File: src/rtl/br_resolve_pkg.sv
// Shared definitions for the branch resolution unit: funct3 condition codes,
// the 2-bit BHT counter type with its reset value, and the saturating update
// rule used by the BHT.
package br_resolve_pkg;

  localparam int XLEN_DEF = 32;

  localparam logic [2:0] F3_BEQ  = 3'b000;
  localparam logic [2:0] F3_BNE  = 3'b001;
  localparam logic [2:0] F3_BLT  = 3'b100;
  localparam logic [2:0] F3_BGE  = 3'b101;
  localparam logic [2:0] F3_BLTU = 3'b110;
  localparam logic [2:0] F3_BGEU = 3'b111;

  typedef logic [1:0] bht_ctr_t;

  // Weakly not-taken: one taken outcome is enough to flip the prediction.
  localparam bht_ctr_t BHT_WNT = 2'b01;

  function automatic bht_ctr_t bht_next(input bht_ctr_t c, input logic taken);
    if (taken) return (c == 2'b11) ? c : c + 2'b01;
    else       return (c == 2'b00) ? c : c - 2'b01;
  endfunction

endpackage

File: src/rtl/bht_2bit.sv
// Bimodal branch history table of 2-bit saturating counters.
// Ports:
//   clk, rst        clock, synchronous active-high reset (all entries -> BHT_WNT)
//   rd_idx_i        lookup index from fetch
//   rd_taken_o      combinational prediction (counter MSB) for rd_idx_i
//   upd_en_i        write the updated counter at this clock edge
//   upd_idx_i       index of the counter to train
//   upd_taken_i     resolved direction; increments when 1, decrements when 0
module bht_2bit
  import br_resolve_pkg::*;
#(
  parameter int IW = 6
) (
  input  logic          clk,
  input  logic          rst,
  input  logic [IW-1:0] rd_idx_i,
  output logic          rd_taken_o,
  input  logic          upd_en_i,
  input  logic [IW-1:0] upd_idx_i,
  input  logic          upd_taken_i
);

  localparam int ENTRIES = 1 << IW;

  bht_ctr_t ctr_q [ENTRIES];

  // Read sees the pre-update value when it hits the entry being written.
  assign rd_taken_o = ctr_q[rd_idx_i][1];

  always_ff @(posedge clk) begin
    if (rst) begin
      for (int i = 0; i < ENTRIES; i++) ctr_q[i] <= BHT_WNT;
    end else if (upd_en_i) begin
      ctr_q[upd_idx_i] <= bht_next(ctr_q[upd_idx_i], upd_taken_i);
    end
  end

endmodule

File: src/rtl/br_resolve.sv
// Execute-stage branch resolution: decides taken/not-taken from comparator
// flags, computes the target, detects mispredictions against the fetch
// prediction, issues a one-cycle registered redirect, trains the BHT and
// keeps resolved/mispredict statistics.
// Ports:
//   clk, rst                         clock, synchronous active-high reset
//   ex_valid, ex_stall               EX instruction valid / EX frozen
//   ex_is_branch/jal/jalr            one-hot instruction class
//   ex_funct3                        branch condition code
//   ex_pc, ex_imm, ex_rs1            PC, sign-extended immediate, rs1 value
//   ex_pred_taken, ex_pred_target    fetch-stage prediction
//   cmp_zero, cmp_slt, cmp_sltu      comparator flags (rs1 vs rs2)
//   if_lookup_pc, if_pred_taken      fetch BHT lookup port
//   redirect_valid, redirect_pc      registered flush/refetch request
//   br_count, mispredict_count       statistics counters
module br_resolve
  import br_resolve_pkg::*;
#(
  parameter int XLEN        = XLEN_DEF,
  parameter int BHT_ENTRIES = 64
) (
  input  logic            clk,
  input  logic            rst,
  input  logic            ex_valid,
  input  logic            ex_stall,
  input  logic            ex_is_branch,
  input  logic            ex_is_jal,
  input  logic            ex_is_jalr,
  input  logic [2:0]      ex_funct3,
  input  logic [XLEN-1:0] ex_pc,
  input  logic [XLEN-1:0] ex_imm,
  input  logic [XLEN-1:0] ex_rs1,
  input  logic            ex_pred_taken,
  input  logic [XLEN-1:0] ex_pred_target,
  input  logic            cmp_zero,
  input  logic            cmp_slt,
  input  logic            cmp_sltu,
  input  logic [XLEN-1:0] if_lookup_pc,
  output logic            if_pred_taken,
  output logic            redirect_valid,
  output logic [XLEN-1:0] redirect_pc,
  output logic [31:0]     br_count,
  output logic [31:0]     mispredict_count
);

  localparam int IW = $clog2(BHT_ENTRIES);

  logic            fire;
  logic            legal_f3;
  logic            cond_taken;
  logic            actual_taken;
  logic            mispredict;
  logic            bht_upd_en;
  logic [XLEN-1:0] pc_plus4;
  logic [XLEN-1:0] pc_plus_imm;
  logic [XLEN-1:0] jalr_sum;
  logic [XLEN-1:0] target;
  logic [XLEN-1:0] refetch_pc;

  logic            redirect_valid_q, redirect_valid_d;
  logic [XLEN-1:0] redirect_pc_q,    redirect_pc_d;
  logic [31:0]     br_count_q,       br_count_d;
  logic [31:0]     mp_count_q,       mp_count_d;

  // The instruction sitting in EX during a redirect pulse is wrong-path.
  assign fire = ex_valid & ~ex_stall & ~redirect_valid_q;

  always_comb begin
    legal_f3   = 1'b1;
    cond_taken = 1'b0;
    case (ex_funct3)
      F3_BEQ:  cond_taken = cmp_zero;
      F3_BNE:  cond_taken = ~cmp_zero;
      F3_BLT:  cond_taken = cmp_slt;
      F3_BGE:  cond_taken = ~cmp_slt;
      F3_BLTU: cond_taken = cmp_sltu;
      F3_BGEU: cond_taken = ~cmp_sltu;
      default: legal_f3   = 1'b0;
    endcase
  end

  assign pc_plus4    = ex_pc + XLEN'(4);
  assign pc_plus_imm = ex_pc + ex_imm;
  assign jalr_sum    = ex_rs1 + ex_imm;
  assign target      = ex_is_jalr ? {jalr_sum[XLEN-1:1], 1'b0} : pc_plus_imm;

  assign actual_taken = ex_is_branch ? cond_taken : (ex_is_jal | ex_is_jalr);
  assign mispredict   = (actual_taken != ex_pred_taken) |
                        (actual_taken & (target != ex_pred_target));
  assign refetch_pc   = actual_taken ? target : pc_plus4;

  always_comb begin
    redirect_valid_d = 1'b0;
    redirect_pc_d    = redirect_pc_q;
    br_count_d       = br_count_q;
    mp_count_d       = mp_count_q;
    if (fire) begin
      br_count_d = br_count_q + 32'd1;
      if (mispredict) begin
        redirect_valid_d = 1'b1;
        redirect_pc_d    = refetch_pc;
        mp_count_d       = mp_count_q + 32'd1;
      end
    end
  end

  always_ff @(posedge clk) begin
    if (rst) begin
      redirect_valid_q <= 1'b0;
      redirect_pc_q    <= '0;
      br_count_q       <= '0;
      mp_count_q       <= '0;
    end else begin
      redirect_valid_q <= redirect_valid_d;
      redirect_pc_q    <= redirect_pc_d;
      br_count_q       <= br_count_d;
      mp_count_q       <= mp_count_d;
    end
  end

  assign redirect_valid   = redirect_valid_q;
  assign redirect_pc      = redirect_pc_q;
  assign br_count         = br_count_q;
  assign mispredict_count = mp_count_q;

  // Reserved funct3 codes resolve not-taken but leave the history alone.
  assign bht_upd_en = fire & ex_is_branch & legal_f3;

  bht_2bit #(
    .IW (IW)
  ) u_bht (
    .clk         (clk),
    .rst         (rst),
    .rd_idx_i    (if_lookup_pc[IW+1:2]),
    .rd_taken_o  (if_pred_taken),
    .upd_en_i    (bht_upd_en),
    .upd_idx_i   (ex_pc[IW+1:2]),
    .upd_taken_i (cond_taken)
  );

  // Only the index bits of the lookup PC matter to the BHT.
  logic unused_lookup_bits;
  assign unused_lookup_bits = ^{if_lookup_pc[XLEN-1:IW+2], if_lookup_pc[1:0]};

endmodule

File: config.mk
export PLATFORM = sky130hd
export DESIGN_NAME = br_resolve
export DESIGN_NICKNAME = d
export VERILOG_FILES = /design/src/rtl/br_resolve_pkg.sv /design/src/rtl/bht_2bit.sv /design/src/rtl/br_resolve.sv
export SDC_FILE = /design/constraint.sdc
export NUM_CORES = 1
export LEC_CHECK = 0
export BUFFER_PORTS_ARGS = -buffer_cell sky130_fd_sc_hd__buf_2
export CORE_MARGIN = 2
export CORE_UTILIZATION = 54
export CTS_BUF_LIST = sky130_fd_sc_hd__clkbuf_8
export DETAILED_ROUTE_END_ITERATION = 8
export PLACE_DENSITY_LB_ADDON = 0.15
export SYNTH_ARGS = -nofsm -noshare
export SYNTH_HDL_FRONTEND = slang
export SYNTH_SLANG_ARGS = --single-unit
File: constraint.sdc
create_clock -name clk -period 3.59 [get_ports clk]
set_input_delay 0.1795 -clock clk [delete_from_list [all_inputs] [get_ports clk]]
set_output_delay 0.1795 -clock clk [all_outputs]
set_load 0.005 [all_outputs]
After elaboration in Yosys (flattened, before gate mapping)
Memories as Yosys holds them, arrays and structs flattened.
Cells that the tools add are included.
- equal/unequal tests: 8
- reductions and logical operators: 6
- multiplexer cells: 19
- add/sub/neg operators: 7
- bitwise logic cells: 13
- operator list (cell ; count):
    32-bit by 1-bit adder with 32-bit output, second input constant ; 2
    32-bit adder ; 2
    32-bit two-way mux ; 2
    32-bit by 3-bit adder with 32-bit output, second input constant ; 1
    32-bit inequality test ; 1
    3-bit equality test, second input constant ; 4
    2-bit two-way mux ; 6
    1-bit two-way mux ; 9
    6-bit two-way mux ; 1
    1-bit NOT ; 6
    1-bit case mux with 6 select lines ; 1
    6-bit OR reduction ; 1
    1-bit bitwise AND ; 5
    2-bit OR reduction ; 2
    3-bit by 1-bit equality test with 1-bit output, second input constant ; 1
    3-bit logical NOT ; 1
    2-bit by 1-bit adder with 2-bit output, second input constant ; 1
    2-bit equality test, second input constant ; 1
    2-bit logical NOT ; 1
    1-bit bitwise OR ; 2
    2-bit AND reduction ; 1
    2-bit by 1-bit subtractor with 2-bit output, second input constant ; 1
    1-bit inequality test ; 1
- output and inout port bits: 98
- RAM bits: 128
- memories kept: 1
- flip-flop bits (word level): 97
- memory list (name ; depth ; width ; rd ports ; clocked after memory_dff ; wr ports ; RTL line ; source):
    u_bht.ctr_q ; 64 ; 2 ; 2 ; 0 ; 64 ; bht_2bit.sv:25 ; bht_ctr_t ctr_q [ENTRIES];

Logic depth before layout (Yosys ltp)
- depth in word-level cells: 10
- depth in mapped cells: 17
- gate-level depth less buffers: 14

Cells and area by module
A second synthesis with hierarchy kept.
- cell total of the unflattened synthesis: 2084
- area total of the unflattened synthesis: 17790.8 sq um
- modules (own cells, without submodules) (module ; instances ; cells an instance ; area an instance (sq um) ; sequential area each (sq um)):
    br_resolve ; 1 ; 1459 ; 10704.0 ; 1941.9
    bht_2bit ; 1 ; 625 ; 7086.8 ; 3843.7

Least setup slack after synthesis
Ideal clock, no wire load.
- path type: input port to flip-flop
- start point: in ex_pc[0]
- end point: reg mp_count_q[20], in the netlist mispredict_count[20]
- setup time: 0.123 ns
- path slack: -0.244 ns
- stages: 16
- arrival: 3.710 ns
- path buffers: 2
- cells stage by stage: ha_1 fa_1 a21o_1 a221oi_4 o21ai_2 or4_1 nand3_1 a21oi_1 a211o_1 a2111oi_2 and4_1 and3_1 buf_6 buf_6 nor3_1 mux2_1
- longest elaborated chain between the ends: 6
- RTL lines (what ; RTL line ; source):
    start, declared ; br_resolve.sv:30 ; input logic [XLEN-1:0] ex_pc,
    32-bit adder ; br_resolve.sv:83 ; assign pc_plus_imm = ex_pc + ex_imm;
    32-bit two-way mux ; br_resolve.sv:85 ; assign target = ex_is_jalr ? {jalr_sum[XLEN-1:1], 1'b0} : pc_plus_imm;
    32-bit inequality test ; br_resolve.sv:89 ; (actual_taken & (target != ex_pred_target));
    1-bit bitwise AND ; br_resolve.sv:89 ;
    1-bit bitwise OR ; br_resolve.sv:88 ; assign mispredict = (actual_taken != ex_pred_taken) |
    2-bit AND reduction (no source line) ; -- ;
    end signal, assigned ; br_resolve.sv:117 ; mp_count_q <= mp_count_d;
    end, declared ; br_resolve.sv:63 ; logic [31:0] mp_count_q, mp_count_d;
No other way between the ends.
A chain may end at the register's enable or synchronous reset.

Final worst setup path
- start point: in ex_imm[0]
- end point: reg mp_count_q[24], in the netlist mispredict_count[24]
- longest elaborated chain between the ends: 6
- RTL lines (what ; RTL line ; source):
    start, declared ; br_resolve.sv:31 ; input logic [XLEN-1:0] ex_imm,
    32-bit adder (on tied branches) ; br_resolve.sv:83, br_resolve.sv:84 ;
    32-bit two-way mux (*) ; br_resolve.sv:85 ;
    32-bit inequality test (*) ; br_resolve.sv:89 ;
    1-bit bitwise AND (*) ; br_resolve.sv:89 ;
    1-bit bitwise OR (*) ; br_resolve.sv:88 ;
    2-bit AND reduction (no source line) (*) ; -- ;
Every way passes the cells marked *; elsewhere a longest branch is shown, timed or not.

==> results.txt <==
status: finished, violations left
failing checks: setup timing
initial antenna violation count: 1
Synth cell types: 91
WP data arrival: 4.08 ns
crit path max fanout: 5
CP required: 3.96 ns
# IOs: 272
post-synthesis to final-layout area growth: 31.9%
ant diodes: 0
input/output buffers: 245
sw power: 2.48 mW
leading area contributor after synthesis: edfxtp_1
CP delay by family, top: compound AO/OA/AOI/OAI gates
row cnt: 65
list of most frequent post-synthesis cells: nand2_1 (230), nor2_1 (166), a21oi_1 (142)
worst reg2reg startpoint: mispredict_count[3]$_SDFFE_PP0P_
Slew Viols, Final: 0
clock network power share: 0.277
MaxCap Viol Count: 0
top cells by area, synth: edfxtp_1 (22%), dfxtp_1 (11%), nand2_1 (5.0%), ha_1 (4.6%), a21oi_1 (4.1%)
Mean Syn Cell Area: 8.37 um^2
wire per inst: 20.4 um
Chip Width: 183 um
Overflow after GRT: 0
fin crit share: 1.03
Filler Cell Count: 2523
final core occ: 0.721
final non-filler cell total: 2987
ys async rst share: 0
skew final: 0.0285 ns
CP cell instances: buf_8 > and2_4 > fa_2 > a21o_1 > a311o_1 > a22oi_4 > buf_6 > o21ai_2 > xor3_1 > a2111oi_4 > nand4_1 > a2111oi_4 > and4_4 > and3_4 > buf_6 > buf_12 > buf_8 > buf_6 > buf_6 > o41ai_2
via count of the first global-routing pass: 17.4k
Critical Path Source Type: input port
sw frac: 0.331
most numerous cell in the Yosys netlist: nand2_1
Core Footprint: 31600 um^2
Post-synth top flop: edfxtp_1
post-detailed-route count of antenna-violating nets: 0
worst hold path class: in -> reg
Final setup viols: 32
Cells after Synth: 2062
Tmin final: 3.71 ns
hold_sp: rst
aggregate global-route resource usage: 0.341
Rel. slew slack: 0.318
Comb pwr share: 0.346
Crit. End Element: flop
layout cell share with drive strength beyond 1: 0.320
first-pass GRT wire length: 91.5 mm
f_max: 0.269 GHz
flop2flop setup slack: 0.24 ns
Clock Latency Late Sink: 0.52 ns
clock slew at reported path FFs: 0.07 ns
Worst path slowest cell: a2111oi_4
WHS Path Cells: 2
CP peak stage delay: 0.41 ns
TritonCTS clock tree: built
Final TNS setup: -1.42 ns
Crit Reg-Reg Endpoint: mispredict_count[31]$_SDFFE_PP0P_
R2R cell count: 12
P_int: 5.00 mW
setup ws final: -0.124 ns
Most Frequent Cell on Critical Path: buf_6
root buffer cell: clkbuf_8
largest net degree at the start of global routing: 88
FF+latch area: 5790 um^2
post-DR vias/cell: 6.34
Ys Warns: 0
sequential share of power: 0.377
Synth Cell Area: 17300 um^2
DR vias: 18.9k
CTS sink cnt: 225
initial DRC count: 2013
VDD IR max: 0.280 mV
sequential area share after synthesis: 0.335
Initial Utilization: 0.547
unrepaired setup endpoints after global routing: true
Yosys top cell area share: 0.223
Power Dens Cells: 328 nW/um^2
Tightest Pin Transition: 1.02 ns
die area: 33400 um^2
EDFF count, synth: 128
Pwr Total: 7.47 mW
gpl congestion: 1.02
Leak Pwr: 9.06 nW
hold slack: 0.0982 ns
die height: 183 um
H-tree Lvls: 2
worst-case clock buffer depth: 3
dpl cells: 2903
#FFs+latches synth: 225
dpl hpwl: 44.7 mm
total iterations of the first detailed-routing run: 7
DRC: 0
multi-input logic area: 11300 um^2
Final Hold Viols: 0
Post-Synthesis Net Count: 2302
Worst Hold End: br_count[2]$_SDFFE_PP0P_
Nets: 2801
Worst Path Buf+Inv: 7
clock buffer count from CTS: 34
drt total wl: 61.0 mm
Setup Crit Path Kind: in -> reg
[kinds of logic after synthesis]
family / count (synthesis) / share of synthesized area
compound gates: 580 / 0.225
xor+xnor: 126 / 0.0656
fa+ha+maj: 68 / 0.0499
buf+inv: 202 / 0.0491
flops: 225 / 0.335
mux: 51 / 0.0456
simple gates: 810 / 0.229
[metrics by stage]
step / instance area [um^2] / worst slack (ns)
floorplan: 17300 / -0.0835
finish: 22800 / -0.124
CTS: 22000 / -0.0112
global placement: 21200 / -0.687
detailed placement: 21200 / -0.853
global route: 22800 / -0.214
[sequential cells by signal (all words and copies together), names as in the netlist]
register          flops
redirect_valid        1
u_bht.ctr_q         128
redirect_pc          32
br_count             32
mispredict_count     32
[what timing repair did]
item,4_1_cts,5_1_grt
hold buffers,0,0
setup buffers,4,16
gates cloned,1,4
setup endpoints to repair,65,65
pin swaps,11,34
resized for setup,11,121
[cell type report]
cell class                      instances  share of cell area
Timing Repair Buffer                  633               0.194
Inverter                               32             0.00528
Tap cell                              402              0.0221
Sequential cell                       225               0.254
Multi-Input combinational cell       1635               0.496
Clock inverter                         17             0.00286
Clock buffer                           43              0.0260
[worst max path at each step]
| stage | slack (ns) | endpoint | startpoint | cells after the start |
|---|---|---|---|---|
| floorplan | -0.08 | mispredict_count[14]$_SDFFE_PP0P_ | ex_pc[0] | 16 |
| global placement | -0.69 | mispredict_count[20]$_SDFFE_PP0P_ | ex_imm[0] | 16 |
| detailed placement | -0.85 | mispredict_count[24]$_SDFFE_PP0P_ | ex_imm[0] | 17 |
| CTS | -0.01 | mispredict_count[24]$_SDFFE_PP0P_ | ex_imm[2] | 19 |
| global route | -0.21 | mispredict_count[24]$_SDFFE_PP0P_ | ex_imm[2] | 22 |
| finish | -0.12 | mispredict_count[24]$_SDFFE_PP0P_ | ex_imm[0] | 20 |
[per-layer routing]
metal  GRT usage  wire length [um]  vias to the layer above
met1       0.463             24800                     8909
met4       0.125              2210                        2
met5           0                13                        -
met3      0.0481              5770                      178
met2       0.556             28200                     1083
li1            -                 -                     8769
[power by group through the flow]
| stage | clock [mW] | sequential (mW) | combinational [mW] |
|---|---|---|---|
| floorplan | 0 | 2.85 | 1.30 |
| global placement | 0 | 2.87 | 2.36 |
| detailed placement | 0 | 2.87 | 2.40 |
| CTS | 2.08 | 2.81 | 2.43 |
| global route | 2.18 | 2.82 | 2.75 |
| finish | 2.07 | 2.82 | 2.58 |
[layout by cell type, fill, tap and decap left out, types with 42 or more instances in the layout]
cell / netlist / layout
nand4_1: 47 / 47
xnor2_1: 65 / 62
inv_1: 32 / 42
buf_4: 0 / 356
nor2_1: 166 / 166
o21ai_0: 117 / 109
edfxtp_1: 128 / 128
a21oi_1: 142 / 126
a22oi_1: 44 / 44
nor3_1: 69 / 66
nand2_1: 230 / 229
dfxtp_1: 97 / 97
ha_1: 64 / 61
nand3_1: 112 / 107
buf_2: 17 / 242
xor2_1: 59 / 57
clkbuf_8: 0 / 43
(Power assumes the default switching activity.)
